===== src/rtl/dmem_access_pkg.sv =====
// Shared encodings for the memory-access front end: one-hot op bit positions,
// SRAM size codes, request-register states and small op-decode helpers.
package dmem_access_pkg;

  // Bit positions inside the one-hot load type {lw,lhu,lh,lbu,lb}
  localparam int LB  = 0;
  localparam int LBU = 1;
  localparam int LH  = 2;
  localparam int LHU = 3;
  localparam int LW  = 4;

  // Bit positions inside the one-hot store type {sw,sh,sb}
  localparam int SB = 0;
  localparam int SH = 1;
  localparam int SW = 2;

  // data_sram_size codes
  localparam logic [1:0] SIZE_B = 2'd0;
  localparam logic [1:0] SIZE_H = 2'd1;
  localparam logic [1:0] SIZE_W = 2'd2;

  typedef enum logic {
    ST_IDLE = 1'b0,
    ST_REQ  = 1'b1
  } req_state_e;

  // Access width of an op; byte is the fallback for lb/lbu/sb.
  function automatic logic [1:0] op_size(input logic [4:0] lt, input logic [2:0] st);
    if (lt[LW] || st[SW])
      return SIZE_W;
    else if (lt[LH] || lt[LHU] || st[SH])
      return SIZE_H;
    else
      return SIZE_B;
  endfunction

  // Halfwords need an even address, words a 4-byte aligned one.
  function automatic logic op_misaligned(input logic [4:0] lt, input logic [2:0] st,
                                         input logic [1:0] a);
    logic w_half;
    logic w_word;
    w_half = lt[LH] | lt[LHU] | st[SH];
    w_word = lt[LW] | st[SW];
    return (w_half & a[0]) | (w_word & (|a));
  endfunction

endpackage


===== src/rtl/dmem_access_if.sv =====
// SRAM-like data port: request channel (req/addr_ok) and in-order response
// channel (data_ok/rdata). The master is the memory stage, the slave the memory.
interface dmem_access_if;
  logic        data_sram_req;
  logic        data_sram_wr;
  logic [1:0]  data_sram_size;
  logic [31:0] data_sram_addr;
  logic [3:0]  data_sram_wstrb;
  logic [31:0] data_sram_wdata;
  logic        data_sram_addr_ok;
  logic        data_sram_data_ok;
  logic [31:0] data_sram_rdata;

  modport master (
    output data_sram_req, data_sram_wr, data_sram_size, data_sram_addr,
           data_sram_wstrb, data_sram_wdata,
    input  data_sram_addr_ok, data_sram_data_ok, data_sram_rdata
  );

  modport slave (
    input  data_sram_req, data_sram_wr, data_sram_size, data_sram_addr,
           data_sram_wstrb, data_sram_wdata,
    output data_sram_addr_ok, data_sram_data_ok, data_sram_rdata
  );
endinterface


===== src/rtl/dmem_rsp_fifo.sv =====
// In-order table of accesses that have been accepted by the SRAM but not yet
// retired downstream. Entries are allocated on addr_ok, filled on data_ok and
// retired from the head. DEPTH must be a power of two, at least 2.
module dmem_rsp_fifo #(
  parameter int DEPTH = 2
) (
  input  logic        clk,
  input  logic        resetn,
  input  logic        i_alloc,
  input  logic [4:0]  i_alloc_type,
  input  logic [1:0]  i_alloc_off,
  input  logic        i_alloc_store,
  input  logic        i_fill,
  input  logic [31:0] i_fill_data,
  output logic        o_full,
  output logic        o_valid,
  input  logic        i_ready,
  output logic [4:0]  o_load_type,
  output logic [1:0]  o_offset,
  output logic [31:0] o_data
);

  localparam int PTR_W = (DEPTH > 1) ? $clog2(DEPTH) : 1;
  localparam int CNT_W = $clog2(DEPTH + 1);
  localparam logic [CNT_W-1:0] FULL_CNT = CNT_W'(DEPTH);

  logic [PTR_W-1:0] r_alloc_ptr;
  logic [PTR_W-1:0] r_fill_ptr;
  logic [PTR_W-1:0] r_retire_ptr;
  logic [CNT_W-1:0] r_count;
  logic [CNT_W-1:0] r_unfilled;
  logic [DEPTH-1:0] r_done;

  logic [4:0]  r_type  [DEPTH];
  logic [1:0]  r_off   [DEPTH];
  logic        r_store [DEPTH];
  logic [31:0] r_data  [DEPTH];

  logic w_fill;
  logic w_retire;

  // A response with nothing waiting for it (e.g. left over from before a reset) is dropped.
  assign w_fill   = i_fill & (r_unfilled != '0);
  assign o_full   = (r_count == FULL_CNT);
  assign o_valid  = (r_count != '0) & r_done[r_retire_ptr];
  assign w_retire = o_valid & i_ready;

  // Outputs are forced to zero unless the head entry is actually presentable.
  assign o_load_type = o_valid ? r_type[r_retire_ptr] : 5'd0;
  assign o_offset    = o_valid ? r_off[r_retire_ptr]  : 2'd0;
  assign o_data      = (o_valid && !r_store[r_retire_ptr]) ? r_data[r_retire_ptr] : 32'd0;

  // Pointer, occupancy and completion bookkeeping; alloc/fill/retire may all coincide.
  always_ff @(posedge clk or negedge resetn) begin
    if (!resetn) begin
      r_alloc_ptr  <= '0;
      r_fill_ptr   <= '0;
      r_retire_ptr <= '0;
      r_count      <= '0;
      r_unfilled   <= '0;
      r_done       <= '0;
    end else begin
      if (i_alloc) begin
        r_alloc_ptr         <= r_alloc_ptr + 1'b1;
        r_done[r_alloc_ptr] <= 1'b0;
      end
      if (w_fill) begin
        r_fill_ptr         <= r_fill_ptr + 1'b1;
        r_done[r_fill_ptr] <= 1'b1;
      end
      if (w_retire)
        r_retire_ptr <= r_retire_ptr + 1'b1;
      r_count    <= r_count + CNT_W'(i_alloc) - CNT_W'(w_retire);
      r_unfilled <= r_unfilled + CNT_W'(i_alloc) - CNT_W'(w_fill);
    end
  end

  // Entry payload; only read through the valid-gated outputs, so it needs no reset.
  always_ff @(posedge clk) begin
    if (i_alloc) begin
      r_type[r_alloc_ptr]  <= i_alloc_type;
      r_off[r_alloc_ptr]   <= i_alloc_off;
      r_store[r_alloc_ptr] <= i_alloc_store;
    end
    if (w_fill && !r_store[r_fill_ptr])
      r_data[r_fill_ptr] <= i_fill_data;
  end

endmodule


===== src/rtl/dmem_access.sv =====
// Memory-stage front end: takes load/store ops from EX, rejects misaligned
// ones with an address-error pulse, issues aligned ones on the SRAM port and
// hands in-order responses to the load-extract stage.
module dmem_access
  import dmem_access_pkg::*;
#(
  parameter int DEPTH = 2
) (
  input  logic          clk,
  input  logic          resetn,
  input  logic          in_valid,
  output logic          in_ready,
  input  logic [4:0]    in_load_type,
  input  logic [2:0]    in_store_type,
  input  logic [31:0]   in_addr,
  input  logic [31:0]   in_wdata,
  dmem_access_if.master sram,
  output logic          out_valid,
  input  logic          out_ready,
  output logic [4:0]    out_load_type,
  output logic [1:0]    out_offset,
  output logic [31:0]   out_data,
  output logic          ex_ale,
  output logic [31:0]   ex_badvaddr
);

  req_state_e  r_state;
  logic        r_wr;
  logic [1:0]  r_size;
  logic [31:0] r_addr;
  logic [3:0]  r_wstrb;
  logic [31:0] r_wdata;
  logic [4:0]  r_load_type;
  logic        r_ale;
  logic [31:0] r_badvaddr;

  logic        w_full;
  logic        w_req;
  logic        w_req_fire;
  logic        w_accept;
  logic        w_is_mem;
  logic        w_misal;
  logic        w_issue;
  logic [3:0]  w_wstrb;
  logic [31:0] w_wdata;

  assign w_req      = (r_state == ST_REQ) & ~w_full;
  assign w_req_fire = w_req & sram.data_sram_addr_ok;
  // Held low during reset so nothing upstream sees a handshake while the stage is cleared.
  assign in_ready   = resetn & ((r_state == ST_IDLE) | w_req_fire);
  assign w_accept   = in_valid & in_ready;
  assign w_is_mem   = (|in_load_type) | (|in_store_type);
  assign w_misal    = w_is_mem & op_misaligned(in_load_type, in_store_type, in_addr[1:0]);
  assign w_issue    = w_is_mem & ~w_misal;

  assign sram.data_sram_req   = w_req;
  assign sram.data_sram_wr    = r_wr;
  assign sram.data_sram_size  = r_size;
  assign sram.data_sram_addr  = r_addr;
  assign sram.data_sram_wstrb = r_wstrb;
  assign sram.data_sram_wdata = r_wdata;
  assign ex_ale               = r_ale;
  assign ex_badvaddr          = r_badvaddr;

  // Store lane encoding: byte enables follow the address, data is replicated across lanes.
  always_comb begin
    w_wstrb = 4'b0000;
    w_wdata = in_wdata;
    if (in_store_type[SB]) begin
      w_wstrb = 4'b0001 << in_addr[1:0];
      w_wdata = {4{in_wdata[7:0]}};
    end else if (in_store_type[SH]) begin
      w_wstrb = in_addr[1] ? 4'b1100 : 4'b0011;
      w_wdata = {2{in_wdata[15:0]}};
    end else if (in_store_type[SW]) begin
      w_wstrb = 4'hf;
      w_wdata = in_wdata;
    end
  end

  // Request register FSM; a new op accepted on the firing cycle replaces the old one in place.
  always_ff @(posedge clk or negedge resetn) begin
    if (!resetn) begin
      r_state     <= ST_IDLE;
      r_wr        <= 1'b0;
      r_size      <= 2'd0;
      r_addr      <= 32'd0;
      r_wstrb     <= 4'd0;
      r_wdata     <= 32'd0;
      r_load_type <= 5'd0;
      r_ale       <= 1'b0;
      r_badvaddr  <= 32'd0;
    end else begin
      r_ale <= w_accept & w_misal;
      if (w_accept && w_misal)
        r_badvaddr <= in_addr;
      if (w_accept && w_issue) begin
        r_state     <= ST_REQ;
        r_wr        <= |in_store_type;
        r_size      <= op_size(in_load_type, in_store_type);
        r_addr      <= in_addr;
        r_wstrb     <= w_wstrb;
        r_wdata     <= w_wdata;
        r_load_type <= in_load_type;
      end else if (w_req_fire) begin
        r_state <= ST_IDLE;
      end
    end
  end

  dmem_rsp_fifo #(
    .DEPTH (DEPTH)
  ) u_rsp_fifo (
    .clk           (clk),
    .resetn        (resetn),
    .i_alloc       (w_req_fire),
    .i_alloc_type  (r_load_type),
    .i_alloc_off   (r_addr[1:0]),
    .i_alloc_store (r_wr),
    .i_fill        (sram.data_sram_data_ok),
    .i_fill_data   (sram.data_sram_rdata),
    .o_full        (w_full),
    .o_valid       (out_valid),
    .i_ready       (out_ready),
    .o_load_type   (out_load_type),
    .o_offset      (out_offset),
    .o_data        (out_data)
  );

endmodule

===== src/flat_wrapper.sv =====
// flat-port wrapper written by rule: the top's interface ports become plain ports
module dmem_access_flat import dmem_access_pkg::*;
#(
  parameter int DEPTH = 2
)
  (clk, resetn, in_valid, in_ready, in_load_type, in_store_type, in_addr, in_wdata, out_valid, out_ready, out_load_type, out_offset, out_data, ex_ale, ex_badvaddr, sram_data_sram_req, sram_data_sram_wr, sram_data_sram_size, sram_data_sram_addr, sram_data_sram_wstrb, sram_data_sram_wdata, sram_data_sram_addr_ok, sram_data_sram_data_ok, sram_data_sram_rdata);
  dmem_access_if sram_i ();
  input  logic clk;
  input  logic resetn;
  input  logic in_valid;
  output logic in_ready;
  input  logic [4:0] in_load_type;
  input  logic [2:0] in_store_type;
  input  logic [31:0] in_addr;
  input  logic [31:0] in_wdata;
  output logic out_valid;
  input  logic out_ready;
  output logic [4:0] out_load_type;
  output logic [1:0] out_offset;
  output logic [31:0] out_data;
  output logic ex_ale;
  output logic [31:0] ex_badvaddr;
  output wire logic [$bits(sram_i.data_sram_req)-1:0] sram_data_sram_req;
  output wire logic [$bits(sram_i.data_sram_wr)-1:0] sram_data_sram_wr;
  output wire logic [$bits(sram_i.data_sram_size)-1:0] sram_data_sram_size;
  output wire logic [$bits(sram_i.data_sram_addr)-1:0] sram_data_sram_addr;
  output wire logic [$bits(sram_i.data_sram_wstrb)-1:0] sram_data_sram_wstrb;
  output wire logic [$bits(sram_i.data_sram_wdata)-1:0] sram_data_sram_wdata;
  input wire logic [$bits(sram_i.data_sram_addr_ok)-1:0] sram_data_sram_addr_ok;
  input wire logic [$bits(sram_i.data_sram_data_ok)-1:0] sram_data_sram_data_ok;
  input wire logic [$bits(sram_i.data_sram_rdata)-1:0] sram_data_sram_rdata;
  assign sram_data_sram_req = sram_i.data_sram_req;
  assign sram_data_sram_wr = sram_i.data_sram_wr;
  assign sram_data_sram_size = sram_i.data_sram_size;
  assign sram_data_sram_addr = sram_i.data_sram_addr;
  assign sram_data_sram_wstrb = sram_i.data_sram_wstrb;
  assign sram_data_sram_wdata = sram_i.data_sram_wdata;
  assign sram_i.data_sram_addr_ok = sram_data_sram_addr_ok;
  assign sram_i.data_sram_data_ok = sram_data_sram_data_ok;
  assign sram_i.data_sram_rdata = sram_data_sram_rdata;
  dmem_access #(.DEPTH(DEPTH)) u_core (.clk(clk), .resetn(resetn), .in_valid(in_valid), .in_ready(in_ready), .in_load_type(in_load_type), .in_store_type(in_store_type), .in_addr(in_addr), .in_wdata(in_wdata), .sram(sram_i), .out_valid(out_valid), .out_ready(out_ready), .out_load_type(out_load_type), .out_offset(out_offset), .out_data(out_data), .ex_ale(ex_ale), .ex_badvaddr(ex_badvaddr));
endmodule

===== config.mk =====
export PLATFORM = sky130hd
export DESIGN_NAME = dmem_access_flat
export DESIGN_NICKNAME = d
export VERILOG_FILES = /design/src/rtl/dmem_access_pkg.sv /design/src/rtl/dmem_access_if.sv /design/src/rtl/dmem_rsp_fifo.sv /design/src/rtl/dmem_access.sv /design/src/flat_wrapper.sv
export SDC_FILE = /design/constraint.sdc
export NUM_CORES = 1
export LEC_CHECK = 0
export BUFFER_PORTS_ARGS = -buffer_cell sky130_fd_sc_hd__buf_2
export CAP_MARGIN = 20
export CORE_ASPECT_RATIO = 1.2
export CORE_UTILIZATION = 40
export CTS_CLUSTER_DIAMETER = 30
export CTS_CLUSTER_SIZE = 28
export DETAILED_ROUTE_END_ITERATION = 8
export GPL_TIMING_DRIVEN = 0
export HOLD_SLACK_MARGIN = 0.03
export PLACE_DENSITY_LB_ADDON = 0.12
export SYNTH_ARGS = -nofsm -noshare
export SYNTH_HDL_FRONTEND = slang
export SYNTH_SLANG_ARGS = --single-unit

===== constraint.sdc =====
create_clock -name clk -period 3.1 [get_ports clk]
set_input_delay 0.31 -clock clk [delete_from_list [all_inputs] [get_ports clk]]
set_output_delay 0.31 -clock clk [all_outputs]
set_load 0.01 [all_outputs]

==> summary.md <==
| Metric | Value |
|---|---|
| Clock skew | 0.0126 ns |
| Cell with the most instances after synthesis | dfrtp_1 |
| First-pass iteration count of the detailed router | 4 |
| Top Ports | 256 |
| Synth area leaders | dfrtp_1 (37%), edfxtp_1 (30%), mux2_2 (12%) |
| # setup viols final | 0 |
| Netlist cell types | 31 |
| Post-synth top area share | 36.8% |
| Reg2reg setup slack | 0.97 ns |
| Via count | 5070 |
| Peak VDD IR | 0.356 mV |
| Final GP Congestion | 0.852 |
| Netlist Area Pre-Place | 8090 sq um |
| Core area | 19700 sq um |
| CTS Buf Count | 17 |
| GRT Util Overall | 17.9% |
| Vias in the first global route | 5471 |
| ANT nets after route | 0 |
| Crit Path Class | register to output port |
| Clock Path Buffers | 2 |
| Filler cell count | 1734 |
| Synth cell count leaders | dfrtp_1 (119), mux2_2 (87), edfxtp_1 (80), mux2i_1 (51), nor2_1 (43) |
| Clock transition at path regs | 0.07 ns |
| Clk root buf | clkbuf_16 |
| Global-route wire length before repair | 28300 microns |
| Initial DRC Count | 186 |
| Nets | 911 |
| CP max FO | 10 |
| Max-capacitance violation count | 0 |
| Die area | 20800 sq um |
| Leakage Power | 4.91 nW |
| Post-synth ARST share | 59.8% |
| Critical Path End Type | output port |
| Vias per cell | 4.72 |
| # port buffers | 254 |
| CP Data Required Time | 2.79 ns |
| DP Worst Slack | 0.614 ns |
| Ys flop type | dfrtp_1 |
| Warnings, synthesis | 0 |
| Status | finished, final reports clean |
| Area leader, netlist | dfrtp_1 |
| Die Width | 132 microns |
| RSZ-0062 raised after global routing | no |
| P&R area growth vs syn | 28.5% |
| Clk_lat worst skew | 0.44 ns |
| Post-CTS setup buffer count | 0 |
| Crit path DAT | 2.35 ns |
| Drt wl/cell | 16.8 microns |
| Max transition margin | 37.1% |
| Synthesized Nets | 635 |
| Clock H-tree levels | 4 |
| Starting Density | 41.1% |
| Critical Path Start Type | register |
| Final Util | 52.8% |
| Initial antenna violation count | 3 |
| Largest net degree at the start of global routing | 102 |
| Fmax | 376 MHz |
| Worst-Margin Slew | 0.942 ns |
| Final WL | 18000 microns |
| Final hold viol count | 0 |
| Tmin final | 2.66 ns |
| Hold Path Class | primary input to register |
| Gr ovfl total | 0 |
| CTS sink count | 199 |
| Cells after Synth | 521 |
| TritonCTS clock tree | yes |
| Detailed-placement wirelength estimate | 13600 microns |
| Layout cells sized above 1 | 52.1% |
| Final worst path period share | 85.8% |
| Post-synthesis register bit count | 199 |
| Final Max Slew Viols | 0 |
| Seq/Total Area, Yosys | 66.5% |
| PwrDens | 821 nW/um^2 |
| EDFF count, synth | 80 |
| Drt drc | 0 |
| Min setup slack post-route | 0.442 ns |
| Die height | 158 microns |
| Mapped Avg Cell Area | 15.5 sq um |
| Row count | 56 |
layout by cell type, fill, tap and decap left out, drive strengths merged:
| cell | instances |
|---|---|
| buf | 269 |
| dfrtp | 119 |
| mux2 | 114 |
| edfxtp | 80 |
| mux2i | 51 |
| nor2 | 44 |
| clkbuf | 29 |
| inv | 27 |
| o21ai | 21 |
| nand2 | 14 |
| xnor2 | 6 |
| clkinv | 6 |
| and2 | 5 |
| o22ai | 4 |
| ha | 4 |
| diode | 3 |
| nand2b | 3 |
| nand3 | 2 |
| or3 | 2 |
| o221ai | 1 |
| nor3 | 1 |
| a21bo | 1 |
| a2bb2oi | 1 |
| nand4b | 1 |
| nor4 | 1 |
| nand4 | 1 |
| xor2 | 1 |
| bufinv | 1 |
| dlygate4sd3 | 1 |
metal layers:
metal  up-vias  GRT usage, %  wire (microns)
li1       2411             -               -
met4         2          8.75             515
met2       172          30.7            8940
met3        34          6.21            1340
met1      2451          19.9            7190
met5         -             0              13
worst max-delay path, stage by stage (launching register included):
cell and delay, ns:
dfrtp_1 0.36, clkbuf_1 0.20, o221ai_2 0.37, inv_1 0.13, nand2_1 0.20, clkbuf_1 0.39
nor2_1 0.10, buf_2 0.16
flip-flops by register name, summed over array words and instances, names as in the netlist, 2 cells and up:
name                          count
u_core.sram.data_sram_size        2
u_core.u_rsp_fifo.r_data         64
u_core.u_rsp_fifo.r_store         2
u_core.u_rsp_fifo.r_type         10
u_core.sram.data_sram_wdata      32
u_core.sram.data_sram_wstrb       4
u_core.u_rsp_fifo.r_count         2
u_core.u_rsp_fifo.r_unfilled      2
u_core.r_load_type                5
u_core.u_rsp_fifo.r_done          2
u_core.sram.data_sram_addr       32
u_core.ex_badvaddr               32
u_core.u_rsp_fifo.r_off           4
area by class of cell:
type,count,area (sq um),area share [%]
flip-flops and latches,199,5380,51.7
well taps,261,327,3.14
clock buffers,18,450,4.33
diodes,3,7.51,0.0722
plain buffers,24,138,1.32
repair buffers,257,1340,12.9
inverters,20,75.1,0.722
multi-input cells,278,2530,24.3
clock inverters,14,153,1.47
power breakdown:
part           leakage [nW]  switching (mW)  internal [mW]  total (mW)
clock                 0.301            1.04           1.16        2.20
sequential             2.15           0.299           3.38        3.68
combinational          2.46            1.41           1.25        2.66
total                  4.91            2.75           5.79        8.54
stage by stage:
step	hold WS [ns]	std cells	instance area (sq um)	power (mW)	setup TNS, ns
2_1_floorplan	0.0144	521	8100	5.26	0
3_3_place_gp	0.455	1036	9700	6.32	-68.47
3_5_place_dp	0.178	1038	9770	6.43	0
4_1_cts	0.0405	1071	10400	8.66	0
5_1_grt	0.0418	1072	10400	9.04	0
6_report	0.0624	1074	10400	8.54	0
cells by family (layout without fill, tap and decap cells):
| group | count (synthesis) | after routing | share of synthesized area [%] |
|---|---|---|---|
| AND/OR/NAND/NOR | 74 | 74 | 4.08 |
| adder cells (fa/ha/maj) | 4 | 4 | 0.618 |
| flip-flops | 199 | 199 | 66.5 |
| other | 0 | 3 | 0 |
| multiplexers | 165 | 165 | 23.4 |
| buffers and inverters | 44 | 333 | 2.63 |
| XOR/XNOR | 7 | 7 | 0.757 |
| AO/OA/AOI/OAI | 28 | 28 | 2.02 |
worst paths after layout:
path | from | endpoint | cells after the start
max in group asynchronous | resetn | u_core.u_rsp_fifo.r_unfilled[1] | 3
min | sram_data_sram_rdata[13] | u_core.u_rsp_fifo.r_data[0][13] | 1
min reg2reg | u_core.r_load_type[3] | u_core.u_rsp_fifo.r_type[0][3] | 0
min in group asynchronous | resetn | u_core.sram.data_sram_wdata[4] | 2
max reg2reg | u_core.u_rsp_fifo.r_retire_ptr | u_core.u_rsp_fifo.r_count[1] | 9
max | u_core.u_rsp_fifo.r_retire_ptr | out_data[28] | 7
repair_timing:
action | in CTS | in global routing
setup endpoints to repair | 0 | 30
resized for setup | 0 | 1
hold endpoints to repair | 21 | 0
hold buffers | 1 | 0
(Power assumes the default switching activity.)
